**src/rtl/tx_port_arbiter_pkg.sv**
```systemverilog
// Shared definitions for the MAC transmit-port arbiter: FSM encoding, beat widths
// and a constant-evaluable clog2.
package tx_port_arbiter_pkg;

  localparam int DATA_W = 32;
  localparam int KEEP_W = 4;

  typedef enum logic [1:0] {
    ST_IDLE  = 2'd0,
    ST_GRANT = 2'd1,
    ST_XFER  = 2'd2,
    ST_GAP   = 2'd3
  } arb_state_e;

  function automatic int clog2(input int value);
    int r;
    r = 0;
    for (int i = 0; i < 31; i++) begin
      if ((1 << i) < value) r = i + 1;
    end
    return r;
  endfunction

endpackage

```
**src/rtl/tx_port_arbiter_rr_pick.sv**
```systemverilog
// Combinational round-robin pick: first set request after last_idx, wrapping
// modulo N. Shared with any other arbiter that needs the same fairness rule.
module tx_port_arbiter_rr_pick #(
  parameter int N  = 4,
  parameter int IW = 2
) (
  input  logic [N-1:0]  req_i,
  input  logic [IW-1:0] last_idx_i,
  output logic          found_o,
  output logic [IW-1:0] idx_o
);

  // Scanning from the farthest candidate down lets the nearest one win.
  always_comb begin
    found_o = 1'b0;
    idx_o   = '0;
    for (int k = N; k >= 1; k--) begin
      if (req_i[(int'(last_idx_i) + k) % N]) begin
        found_o = 1'b1;
        idx_o   = IW'((int'(last_idx_i) + k) % N);
      end
    end
  end

endmodule

```
**src/rtl/tx_port_arbiter.sv**
```systemverilog
// Round-robin owner of the single MAC transmit port: grants one source for a
// whole frame, muxes its stream, enforces an inter-frame gap and a stall watchdog.
//
// state    | meaning
// ST_IDLE  | no owner; arbitrate pending requests
// ST_GRANT | grant registered; one cycle for the source to prime its buffer
// ST_XFER  | granted stream routed to the MAC until accepted tlast or watchdog
// ST_GAP   | forced idle between frames; requests are held until IDLE
module tx_port_arbiter
  import tx_port_arbiter_pkg::*;
#(
  parameter int NUM_REQ    = 4,
  parameter int IDX_W      = 2,
  parameter int IFG_CYCLES = 3,
  parameter int TIMEOUT    = 1024
) (
  input  logic                      clk_i,
  input  logic                      reset_n_i,
  input  logic [NUM_REQ-1:0]        req_i,
  output logic [NUM_REQ-1:0]        gnt_o,
  input  logic [NUM_REQ-1:0]        vld_i,
  input  logic [DATA_W*NUM_REQ-1:0] data_i,
  input  logic [KEEP_W*NUM_REQ-1:0] tkeep_i,
  input  logic [NUM_REQ-1:0]        tlast_i,
  output logic [NUM_REQ-1:0]        rdy_o,
  output logic [DATA_W-1:0]         mac_tx_data_o,
  output logic [KEEP_W-1:0]         mac_tx_tkeep_o,
  output logic                      mac_tx_valid_o,
  output logic                      mac_tx_last_o,
  input  logic                      mac_tx_rdy_i,
  output logic                      timeout_o,
  output logic [15:0]               frame_cnt_o,
  output logic                      busy_o
);

  localparam int WD_W = (clog2(TIMEOUT) < 1) ? 1 : clog2(TIMEOUT);
  localparam logic [WD_W-1:0] WD_LOAD  = WD_W'(TIMEOUT - 1);
  localparam logic [3:0]      GAP_LOAD = (IFG_CYCLES == 0) ? 4'd0 : 4'(IFG_CYCLES - 1);

  arb_state_e         state_q, state_d;
  logic [IDX_W-1:0]   gidx_q, gidx_d;
  logic [IDX_W-1:0]   last_idx_q, last_idx_d;
  logic [NUM_REQ-1:0] gnt_q, gnt_d;
  logic [WD_W-1:0]    wd_q, wd_d;
  logic [3:0]         gap_q, gap_d;
  logic [15:0]        frame_cnt_q, frame_cnt_d;

  logic               pick_found;
  logic [IDX_W-1:0]   pick_idx;
  logic               in_xfer;
  logic               sel_vld;
  logic               sel_last;
  logic [DATA_W-1:0]  sel_data;
  logic [KEEP_W-1:0]  sel_keep;
  logic               accept;
  logic               wd_hit;

  tx_port_arbiter_rr_pick #(
    .N  (NUM_REQ),
    .IW (IDX_W)
  ) u_rr_pick (
    .req_i      (req_i),
    .last_idx_i (last_idx_q),
    .found_o    (pick_found),
    .idx_o      (pick_idx)
  );

  always_comb begin
    in_xfer  = (state_q == ST_XFER);
    sel_vld  = vld_i[gidx_q];
    sel_last = tlast_i[gidx_q];
    sel_data = data_i[int'(gidx_q)*DATA_W +: DATA_W];
    sel_keep = tkeep_i[int'(gidx_q)*KEEP_W +: KEEP_W];
    accept   = in_xfer & sel_vld & mac_tx_rdy_i;
    // An accepted beat on the terminal cycle still counts as progress.
    wd_hit   = in_xfer & ~accept & (wd_q == '0);

    mac_tx_valid_o = in_xfer & sel_vld;
    mac_tx_last_o  = in_xfer & sel_last;
    mac_tx_data_o  = in_xfer ? sel_data : '0;
    mac_tx_tkeep_o = in_xfer ? sel_keep : '0;
    for (int k = 0; k < NUM_REQ; k++) begin
      rdy_o[k] = in_xfer & mac_tx_rdy_i & (gidx_q == IDX_W'(k));
    end

    timeout_o   = wd_hit;
    gnt_o       = gnt_q;
    frame_cnt_o = frame_cnt_q;
    busy_o      = (state_q != ST_IDLE);
  end

  always_comb begin
    state_d     = state_q;
    gidx_d      = gidx_q;
    last_idx_d  = last_idx_q;
    gnt_d       = gnt_q;
    wd_d        = wd_q;
    gap_d       = gap_q;
    frame_cnt_d = frame_cnt_q;

    unique case (state_q)
      ST_IDLE: begin
        if (pick_found) begin
          gidx_d  = pick_idx;
          gnt_d   = NUM_REQ'(1) << pick_idx;
          state_d = ST_GRANT;
        end
      end
      ST_GRANT: begin
        wd_d    = WD_LOAD;
        state_d = ST_XFER;
      end
      ST_XFER: begin
        if (accept) begin
          wd_d = WD_LOAD;
          if (sel_last) begin
            frame_cnt_d = frame_cnt_q + 16'd1;
            last_idx_d  = gidx_q;
            gnt_d       = '0;
            gap_d       = GAP_LOAD;
            state_d     = ST_GAP;
          end
        end else if (wd_hit) begin
          last_idx_d = gidx_q;
          gnt_d      = '0;
          gap_d      = GAP_LOAD;
          state_d    = ST_GAP;
        end else begin
          wd_d = wd_q - 1'b1;
        end
      end
      ST_GAP: begin
        if (gap_q == '0) state_d = ST_IDLE;
        else             gap_d   = gap_q - 4'd1;
      end
      default: state_d = ST_IDLE;
    endcase
  end

  always_ff @(posedge clk_i or negedge reset_n_i) begin
    if (!reset_n_i) begin
      state_q     <= ST_IDLE;
      gidx_q      <= '0;
      last_idx_q  <= IDX_W'(NUM_REQ - 1);
      gnt_q       <= '0;
      wd_q        <= '0;
      gap_q       <= '0;
      frame_cnt_q <= '0;
    end else begin
      state_q     <= state_d;
      gidx_q      <= gidx_d;
      last_idx_q  <= last_idx_d;
      gnt_q       <= gnt_d;
      wd_q        <= wd_d;
      gap_q       <= gap_d;
      frame_cnt_q <= frame_cnt_d;
    end
  end

endmodule

```
**config.mk**
```make
export PLATFORM = sky130hd
export DESIGN_NAME = tx_port_arbiter
export DESIGN_NICKNAME = d
export VERILOG_FILES = /design/src/rtl/tx_port_arbiter_pkg.sv /design/src/rtl/tx_port_arbiter_rr_pick.sv /design/src/rtl/tx_port_arbiter.sv
export SDC_FILE = /design/constraint.sdc
export NUM_CORES = 1
export LEC_CHECK = 0
export CORE_ASPECT_RATIO = 0.6
export CORE_MARGIN = 3
export CORE_UTILIZATION = 40
export DETAILED_ROUTE_END_ITERATION = 8
export DONT_BUFFER_PORTS = 1
export PLACE_DENSITY = 0.6
export SLEW_MARGIN = 20
export SYNTH_ARGS = -nofsm -noshare
export SYNTH_HDL_FRONTEND = slang
export SYNTH_SLANG_ARGS = --single-unit
```
**constraint.sdc**
```tcl
create_clock -name clk_i -period 4.9 [get_ports clk_i]
set_clock_uncertainty 0.1 [all_clocks]
set_input_delay 0.245 -clock clk_i [delete_from_list [all_inputs] [get_ports clk_i]]
set_output_delay 0.245 -clock clk_i [all_outputs]
set_load 0.01 [all_outputs]
```
==> results of run 1 <==
-- per-stage QoR --
| stage | area (um^2) | hold slack [ps] | instances | utilization [%] |
|---|---|---|---|---|
| finish | 3700 | 146 | 422 | 45.5 |
| global placement | 3500 | -150 | 412 | 43.0 |
| global route | 3700 | 183 | 422 | 45.5 |
| floorplan | 3450 | -151 | 323 | - |
| CTS | 3700 | 152 | 422 | 45.5 |
| detailed placement | 3500 | -149 | 412 | 43.0 |
-- metal layers --
| metal | track usage, % | part of all wire [%] |
|---|---|---|
| met2 | 26.4 | 45 |
| met5 | 0 | 0 |
| met4 | 2.36 | 0.17 |
| met3 | 5.85 | 8.1 |
| met1 | 30.8 | 47 |
-- cell type report --
cell class | instances | area (um^2) | share of cell area, %
Inverter | 16 | 60.1 | 1.62
Clock buffer | 5 | 125 | 3.38
Multi-Input combinational cell | 245 | 2280 | 61.6
Sequential cell | 40 | 1010 | 27.2
Tap cell | 108 | 135 | 3.65
Clock inverter | 3 | 42.5 | 1.15
Timing Repair Buffer | 5 | 52.6 | 1.42
-- state kept, by name, summed over array words and instances (netlist names) --
signal / flops
last_idx_q: 2
wd_q: 10
gidx_q: 2
state_q: 2
frame_cnt_o: 16
gnt_o: 4
gap_q: 4
-- final timing paths --
check	start	endpoint	slack (ps)	cells after the start
setup / recovery	gidx_q[0]	mac_tx_tkeep_o[3]	2290	3
setup reg to reg	gidx_q[1]	gap_q[1]	2290	5
hold reg to reg	wd_q[0]	wd_q[0]	390	1
max in group asynchronous	reset_n_i	last_idx_q[1]	4110	2
hold / removal	req_i[3]	gidx_q[1]	150	3
min in group asynchronous	reset_n_i	frame_cnt_o[10]	310	2
-- cell families (layout without fill, tap and decap cells) --
logic type / count (synthesis) / after routing / synth area share, %
AND/OR/NAND/NOR: 119 / 119 / 20.2
multiplexers: 52 / 52 / 29.4
AO/OA/AOI/OAI: 51 / 51 / 9.80
flip-flops: 40 / 40 / 29.1
buffers and inverters: 38 / 29 / 4.79
XOR/XNOR: 15 / 15 / 3.81
adder cells (fa/ha/maj): 8 / 8 / 2.90
-- critical path, delay by kind of cell (launching register included) --
kind	cells	cell delay, ps
DFF	1	660
muxes	1	580
buffers and inverters	1	530
and+or+nand+nor	1	210
-- what timing repair did --
action | 4_1_cts | 5_1_grt
hold endpoints to repair | 40 | 0
resized for setup | 0 | 0
hold buffers | 2 | 0
setup buffers | 0 | 0
-- synthesized netlist by cell type, drive strengths merged (2+ instances only) --
cell type / instances / share of area [%]
ha: 8 / 2.9
or4: 2 / 0.44
xnor2: 14 / 3.6
nand2: 12 / 1.3
dfrtp: 38 / 28
o22ai: 3 / 0.54
nor4: 5 / 1.3
a21oi: 13 / 1.9
dfstp: 2 / 1.5
nor3: 6 / 0.87
mux4: 38 / 25
or2: 2 / 0.36
and3: 9 / 1.6
o21ai: 7 / 1.0
a31oi: 5 / 0.91
buf: 10 / 1.7
clkbuf: 12 / 1.3
nor2b: 2 / 0.58
mux2i: 9 / 2.6
mux2: 5 / 2.0
nand4: 8 / 1.5
o31ai: 4 / 0.87
inv: 16 / 1.7
and2: 39 / 7.2
a221oi: 2 / 0.51
o21a: 3 / 0.65
a21o: 4 / 0.87
nor2: 12 / 1.3
nand3: 11 / 1.6
nand2b: 8 / 1.5
-- power groups by stage --
stage | Combinational (uW) | Sequential, uW | Clock [uW]
2_1_floorplan | 1030 | 472 | 0
3_3_place_gp | 1140 | 546 | 0
3_5_place_dp | 1150 | 547 | 0
4_1_cts | 1160 | 544 | 380
5_1_grt | 1270 | 565 | 396
6_report | 1150 | 542 | 369
==> impl_metrics.json, run 1 <==
{
  "p_leak_uw": 0.00143,
  "wl_mm": 9.88,
  "dp_slack_ps": 2330,
  "synthDistinctLibCells": 50,
  "cp.arrival_ps": 2270,
  "cap_violations": 0,
  "clock_latency_ps": 280,
  "grt_max_degree": 51,
  "cts.sink_count": 40,
  "drive_gt1_share_pct": 20.7,
  "p_total_uw": 2060,
  "rsz0062_at_grt": "no",
  "crit_slowest_cell": "dfrtp_2",
  "p_clk_share_pct": 17.9,
  "antenna_cells": 0,
  "setup_slack_ps": 2290,
  "vias": 2644,
  "grtUsageTotal_pct": 19.4,
  "gp_congestion": 0.824,
  "layout_common_cells": "mux4_2, and2_1, dfrtp_1, inv_1, xnor2_1",
  "final.period_utilization_pct": 53.3,
  "antenna_found_initial": 0,
  "maxSlewHeadroom_pct": 48.5,
  "end_kind": "output pin",
  "setup_viol": 0,
  "initial_utilization_pct": 42.4,
  "internal_power_uw": 1190,
  "dieArea_um2": 9800,
  "ys.flop_type": "dfrtp_1",
  "cts_root_buf": "clkbuf_16",
  "clk_pin_slew_worst_paths_ps": 60,
  "worst_slew_pin_slew_ps": 772,
  "switchingPower_uw": 866,
  "synth_enable_flop_cells": 0,
  "cp_max_fo": 29,
  "cts_buffers": 5,
  "swShare_pct": 42.1,
  "synth.net_count": 490,
  "fin_nets": 480,
  "status": "complete, no violations",
  "drc_errors": 0,
  "rows": 25,
  "hold_viol_final": 0,
  "portBuffers": 0,
  "required_ps": 4550,
  "ys_ff_latch": 40,
  "area_delta_synth_final_pct": 7.33,
  "period_minus_slack_ps": 2610,
  "setup_tns_ps": 0,
  "p_per_area_nw_per_um2": 557,
  "viasPerCell": 6.27,
  "cts_tree": "done",
  "h-tree-depth": 2,
  "first_global_vias": 2584,
  "crit_type": "reg2out",
  "die_y_um": 77.9,
  "hpwl_mm": 8.10,
  "wl_per_cell_um": 23.4,
  "pwr-share-seq_pct": 26.3,
  "clk_path_buf_depth": 2,
  "worst_setup_path_start_kind": "flop",
  "nFillCells": 745,
  "drv_slew": 0,
  "drt_iter0_drc": 196,
  "max_freq_mhz": 383,
  "path_cells": "buf_4 -> mux4_2 -> and2_1",
  "syn_avg_cell_area_um2": 10.7,
  "die_w_um": 126,
  "drtAntennaViolNets": 0,
  "first_pass_iters": 4,
  "ys_seq_area_share_pct": 29.1,
  "min_path_type": "in2reg",
  "grt_remaining_overflow": 0,
  "cp_slowest_stage_delay_ps": 660,
  "combPwrFrac_pct": 55.8,
  "grt_pass1_wl_mm": 15.1,
  "ios": 223,
  "core-area_um2": 8130,
  "async_flop_share_pct": 100,
  "ir_worst_vdd_v": 0.000223,
  "synthCells": 323,
  "syn_area_um2": 3450,
  "yosys_warnings": 0
}
No activity file was read; power rests on OpenSTA's default activity.
==> run 2, diff against run 1 <==
--- a/config.mk
+++ b/config.mk
@@ -10,7 +10,7 @@
 export CORE_UTILIZATION = 40
 export DETAILED_ROUTE_END_ITERATION = 8
 export DONT_BUFFER_PORTS = 1
-export PLACE_DENSITY = 0.6
+export PLACE_DENSITY = 0.62
 export SLEW_MARGIN = 20
 export SYNTH_ARGS = -nofsm -noshare
 export SYNTH_HDL_FRONTEND = slang
==> constraint.sdc (replaced) <==
create_clock -name clk_i -period 2.35 [get_ports clk_i]
set_clock_uncertainty 0.1 [all_clocks]
set_input_delay 0.1175 -clock clk_i [delete_from_list [all_inputs] [get_ports clk_i]]
set_output_delay 0.1175 -clock clk_i [all_outputs]
set_load 0.01 [all_outputs]
==> run 2 against run 1 <==
  * Global-route usage up 0.63 points
  * Sequential cell count unchanged
  * Combinational power increased by 120%
  * Via count up 2.3%
  * First-iteration DRC count increased by 18%
  * Register-to-register slack lost 2100 ps
  * Routed wire length is 6.5% higher
  * Clock power increased by 84%
  * Cell count up 1.2%
  * Hold slack worse by 100 ps
  * Critical path type unchanged
  * Highest routed layer is now met5
==> impl_metrics.json, run 2 (same netlist as run 1, synthesis figures left out) <==
{
  "status": "complete, no violations",
  "cts.sink_count": 40,
  "crit_buf_inv": 2,
  "crit_family": "compound AO/OA/AOI/OAI gates",
  "swShare_pct": 42.9,
  "drt_iter0_drc": 231,
  "antenna_found_initial": 1,
  "final.period_utilization_pct": 94.6,
  "drive_gt1_share_pct": 21.9,
  "cts_root_buf": "clkbuf_16",
  "gp_congestion": 0.797,
  "largest_register_ffs": 16,
  "drtAntennaViolNets": 0,
  "ir_worst_vdd_v": 0.000408,
  "worst_slew_pin_slew_ps": 753,
  "antenna_cells": 0,
  "cts_buffers": 5,
  "hold_viol_final": 0,
  "clk_path_buf_depth": 2,
  "path_cells": "inv_1 -> ha_1 -> o221ai_1 -> nand2b_1 -> inv_1",
  "initial_utilization_pct": 42.4,
  "cp_max_fo": 9,
  "worst_setup_path_start_kind": "flop",
  "vias": 2704,
  "dp_slack_ps": 221,
  "hpwl_mm": 8.57,
  "setup_slack_ps": 126,
  "pwr-share-seq_pct": 24.6,
  "final_cells": 427,
  "p_leak_uw": 0.00145,
  "cp_slowest_stage_delay_ps": 410,
  "grtUsageTotal_pct": 20.0,
  "min_path_type": "in2reg",
  "p_total_uw": 4260,
  "crit_type": "reg2out",
  "viasPerCell": 6.33,
  "cap_violations": 0,
  "portBuffers": 0,
  "switchingPower_uw": 1830,
  "clock_latency_ps": 280,
  "first_global_vias": 2585,
  "max_freq_mhz": 450,
  "first_pass_iters": 5,
  "internal_power_uw": 2440,
  "p_clk_share_pct": 16.0,
  "cts_tree": "done",
  "drv_slew": 0,
  "fin_nets": 485,
  "crit_top_cell": "inv_1",
  "maxSlewHeadroom_pct": 49.1,
  "end_kind": "output pin",
  "area_delta_synth_final_pct": 7.99,
  "grt_pass1_wl_mm": 15.2,
  "wl_per_cell_um": 24.6,
  "grt_remaining_overflow": 0,
  "layout_common_cells": "mux4_2, and2_1, dfrtp_1, inv_1, xnor2_1",
  "die_w_um": 126,
  "grt_max_degree": 45,
  "dieArea_um2": 9800,
  "clk_pin_slew_worst_paths_ps": 60,
  "wl_mm": 10.5,
  "place_inst": 417,
  "core-area_um2": 8130,
  "period_minus_slack_ps": 2220,
  "setup_tns_ps": 0,
  "ios": 223,
  "setup_viol": 0,
  "h-tree-depth": 2,
  "nFillCells": 770,
  "cp.arrival_ps": 2010,
  "combPwrFrac_pct": 59.4,
  "p_per_area_nw_per_um2": 1150,
  "drc_errors": 0,
  "rows": 25,
  "post_cts_buffers": 0,
  "crit_slowest_cell": "o221ai_1",
  "rsz0062_at_grt": "yes",
  "die_y_um": 77.9,
  "required_ps": 2130
}
[run 2: cell count changes in the layout (fill, tap and decap cells not counted)]
cell | previous run | this run
bufinv_16 | 1 | 0
clkinv_2 | 1 | 2
buf_6 | 0 | 1
clkbuf_8 | 0 | 1
buf_4 | 3 | 7
clkinvlp_4 | 1 | 0
[run 2: worst paths after layout]
kind	start	end	slack, ps	cells after the start
hold reg to reg	wd_q[0]	wd_q[0]	390	1
setup reg to reg	wd_q[7]	gnt_o[0]	180	5
setup / recovery	state_q[0]	timeout_o	130	5
max in group asynchronous	reset_n_i	last_idx_q[0]	1680	2
min in group asynchronous	reset_n_i	frame_cnt_o[15]	190	2
hold / removal	req_i[3]	gidx_q[1]	40	3
[run 2: layout make-up]
| cell class | count | area (um^2) | area share, % |
|---|---|---|---|
| repair buffers | 10 | 93.8 | 2.52 |
| clock inverters | 2 | 10.0 | 0.269 |
| flip-flops and latches | 40 | 1010 | 27.0 |
| clock buffers | 6 | 139 | 3.73 |
| multi-input cells | 245 | 2280 | 61.2 |
| well taps | 108 | 135 | 3.63 |
| inverters | 16 | 60.1 | 1.61 |
[run 2: tightest hold or removal path: cells and delay by family]
kind,cells,cell delay (ps)
simple gates,1,80
compound gates,2,170
[run 2: per-layer routing]
metal	track usage [%]	share of wire [%]	vias to the layer above
met2	28.2	45	138
met3	6.26	8.3	6
li1	-	-	1201
met5	0	0.10	-
met1	30.6	46	1357
met4	3.21	0.48	2
[run 2: stage by stage]
stage | instance area, um^2 | hold WS (ps) | utilization (%)
floorplan | 3450 | -278 | -
global placement | 3540 | -277 | 43.5
detailed placement | 3540 | -277 | 43.5
CTS | 3720 | 34.2 | 45.8
global route | 3720 | 48.0 | 45.8
finish | 3720 | 43.6 | 45.8
[run 2: what timing repair did]
item	in CTS	in global routing
gates resized for setup	1	0
hold buffers	2	0
endpoints found under the hold margin	40	0
endpoints found under the setup margin	35	3
pin swaps	0	0
[run 2: power groups by stage]
stage / clock, uW / sequential (uW) / combinational (uW)
after floorplan: 0 / 984 / 2150
after global placement: 0 / 1060 / 2490
after detailed placement: 0 / 1060 / 2530
after CTS: 699 / 1050 / 2560
after global routing: 736 / 1080 / 2780
final: 680 / 1050 / 2530
==> run 3, diff against run 2 <==
--- a/config.mk
+++ b/config.mk
@@ -5,12 +5,12 @@
 export SDC_FILE = /design/constraint.sdc
 export NUM_CORES = 1
 export LEC_CHECK = 0
+export BUFFER_PORTS_ARGS = -buffer_cell sky130_fd_sc_hd__buf_4
 export CORE_ASPECT_RATIO = 0.6
 export CORE_MARGIN = 3
-export CORE_UTILIZATION = 40
+export CORE_UTILIZATION = 39
 export DETAILED_ROUTE_END_ITERATION = 8
-export DONT_BUFFER_PORTS = 1
-export PLACE_DENSITY = 0.62
+export PLACE_DENSITY = 0.84
 export SLEW_MARGIN = 20
 export SYNTH_ARGS = -nofsm -noshare
 export SYNTH_HDL_FRONTEND = slang
==> run 3 against run 2 <==
  * Sequential cell count is the same
  * Largest power group unchanged
  * Utilization up 19 points
  * Largest cell class unchanged
  * Clock power rose by 3.5%
  * Setup slack better by 17 ps
  * First-iteration DRC count fell by 4.3%
  * Final area up 44%
  * Sequential share of layout area is 8.3 points lower
  * Hold slack gained 170 ps
  * Register-to-register slack gained 20 ps
  * Count of clock-buffer cells in the layout rose by 1
  * Routed wire length rose by 21%
==> impl_metrics.json, run 3 (same netlist as run 1, synthesis figures left out) <==
{
  "status": "complete, no violations",
  "p_per_area_nw_per_um2": 941,
  "crit_type": "reg2out",
  "cap_violations": 0,
  "dp_slack_ps": 147,
  "rsz0062_at_grt": "no",
  "first_pass_iters": 5,
  "area_delta_synth_final_pct": 55.6,
  "max_freq_mhz": 453,
  "internal_power_uw": 3010,
  "timing.hold.ws_ps": 216,
  "core-area_um2": 8230,
  "p_total_uw": 5050,
  "hold_depth": 4,
  "wl_mm": 12.8,
  "grt_remaining_overflow": 0,
  "clk_pin_slew_worst_paths_ps": 60,
  "min_path_type": "in2reg",
  "min_to": "gidx_q[1]",
  "worst_setup_path_start_kind": "flop",
  "rr_endpoint": "gap_q[1]",
  "vias": 3579,
  "first_global_vias": 3504,
  "antenna_cells": 0,
  "swShare_pct": 40.4,
  "layout_common_cells": "buf_4, mux4_2, and2_1, dfrtp_1, inv_1",
  "clk_path_buf_depth": 2,
  "setup_tns_ps": 0,
  "die_w_um": 127,
  "grt_max_degree": 41,
  "end_kind": "output pin",
  "die_y_um": 78.8,
  "r2r_slack_ps": 200,
  "wl_per_cell_um": 19.8,
  "rows": 25,
  "initial_utilization_pct": 41.9,
  "setup_slack_ps": 144,
  "required_ps": 2130,
  "pwr-share-seq_pct": 20.4,
  "final.period_utilization_pct": 93.9,
  "cts.sink_count": 40,
  "layout_commonest_cell": "buf_4",
  "combPwrFrac_pct": 65.7,
  "grt_pass1_wl_mm": 19.1,
  "worstReg2RegStart": "gidx_q[1]",
  "grtUsageTotal_pct": 24.5,
  "largest_register_ffs": 16,
  "hpwl_mm": 10.5,
  "maxSlewHeadroom_pct": 51.6,
  "portBuffers": 222,
  "fin_nets": 704,
  "h-tree-depth": 2,
  "ir_worst_vdd_v": 0.000467,
  "dieArea_um2": 10000,
  "drv_slew": 0,
  "p_leak_uw": 0.00252,
  "cp_max_fo": 26,
  "cts_root_buf": "clkbuf_16",
  "ios": 223,
  "worst_slew_pin_slew_ps": 716,
  "setup_viol": 0,
  "hold_viol_final": 0,
  "worstHoldStart": "req_i[3]",
  "cp.arrival_ps": 1990,
  "p_clk_share_pct": 14.0,
  "period_minus_slack_ps": 2210,
  "antenna_found_initial": 0,
  "cts_buffers": 5,
  "switchingPower_uw": 2040,
  "nFillCells": 706,
  "drtAntennaViolNets": 0,
  "ff2ff_path_depth": 5,
  "cts_tree": "done",
  "gp_congestion": 0.848,
  "drc_errors": 0,
  "clock_latency_ps": 290,
  "drive_gt1_share_pct": 53.9,
  "drt_iter0_drc": 221,
  "viasPerCell": 5.54
}
[run 3: final cells by class]
cell class / instances / area, um^2 / area share, %
multi-input combinational: 245 / 2280 / 42.6
sequential: 40 / 1010 / 18.8
clock buffer: 7 / 143 / 2.66
tap: 108 / 135 / 2.52
clock inverter: 1 / 7.51 / 0.140
inverter: 16 / 60.1 / 1.12
timing repair buffer: 229 / 1730 / 32.2
[run 3: metrics by stage]
| step | area [um^2] | std cells | util [%] |
|---|---|---|---|
| after floorplan | 3450 | 323 | - |
| after global placement | 5190 | 637 | 63.1 |
| after detailed placement | 5190 | 637 | 63.1 |
| after CTS | 5350 | 646 | 65.1 |
| after global routing | 5360 | 646 | 65.2 |
| final | 5360 | 646 | 65.2 |
[run 3: power groups by stage]
stage | Sequential (uW) | Combinational, uW | Clock (uW)
2_1_floorplan | 984 | 2150 | 0
4_1_cts | 1020 | 3330 | 718
3_3_place_gp | 1020 | 3200 | 0
5_1_grt | 1050 | 3610 | 748
3_5_place_dp | 1030 | 3320 | 0
6_report | 1030 | 3310 | 704
[run 3: how the worst max path moves through the flow]
stage                          start                to  slack, ps
after global routing         wd_q[6]          gnt_o[1]         20
after global placement       wd_q[6]          gnt_o[2]        310
final                      gidx_q[0]  mac_tx_data_o[6]        140
after floorplan            gidx_q[0]     last_idx_q[0]        350
after detailed placement     wd_q[6]          gnt_o[2]        150
after CTS                 state_q[0]         timeout_o         20
[run 3: routing by layer]
| metal | vias up | track usage [%] | wire, um |
|---|---|---|---|
| met3 | 18 | 5.91 | 800 |
| met2 | 136 | 39.9 | 6430 |
| li1 | 1645 | - | - |
| met1 | 1780 | 33.4 | 5330 |
| met4 | 0 | 5.14 | 205 |
| met5 | - | 0 | 0 |
[run 3: what timing repair did]
action / in CTS / in global routing
setup endpoints to repair: 1 / 6
endpoints found under the hold margin: 38 / 0
buffers inserted: 0 / 0
pin swaps: 0 / 0
hold buffers: 1 / 0
gates resized for setup: 1 / 2
[run 3: critical path, cell delays in order (launching register included)]
cell     delay, ps
dfrtp_2        430
buf_6          340
mux4_2         580
and2_1         190
buf_4          140
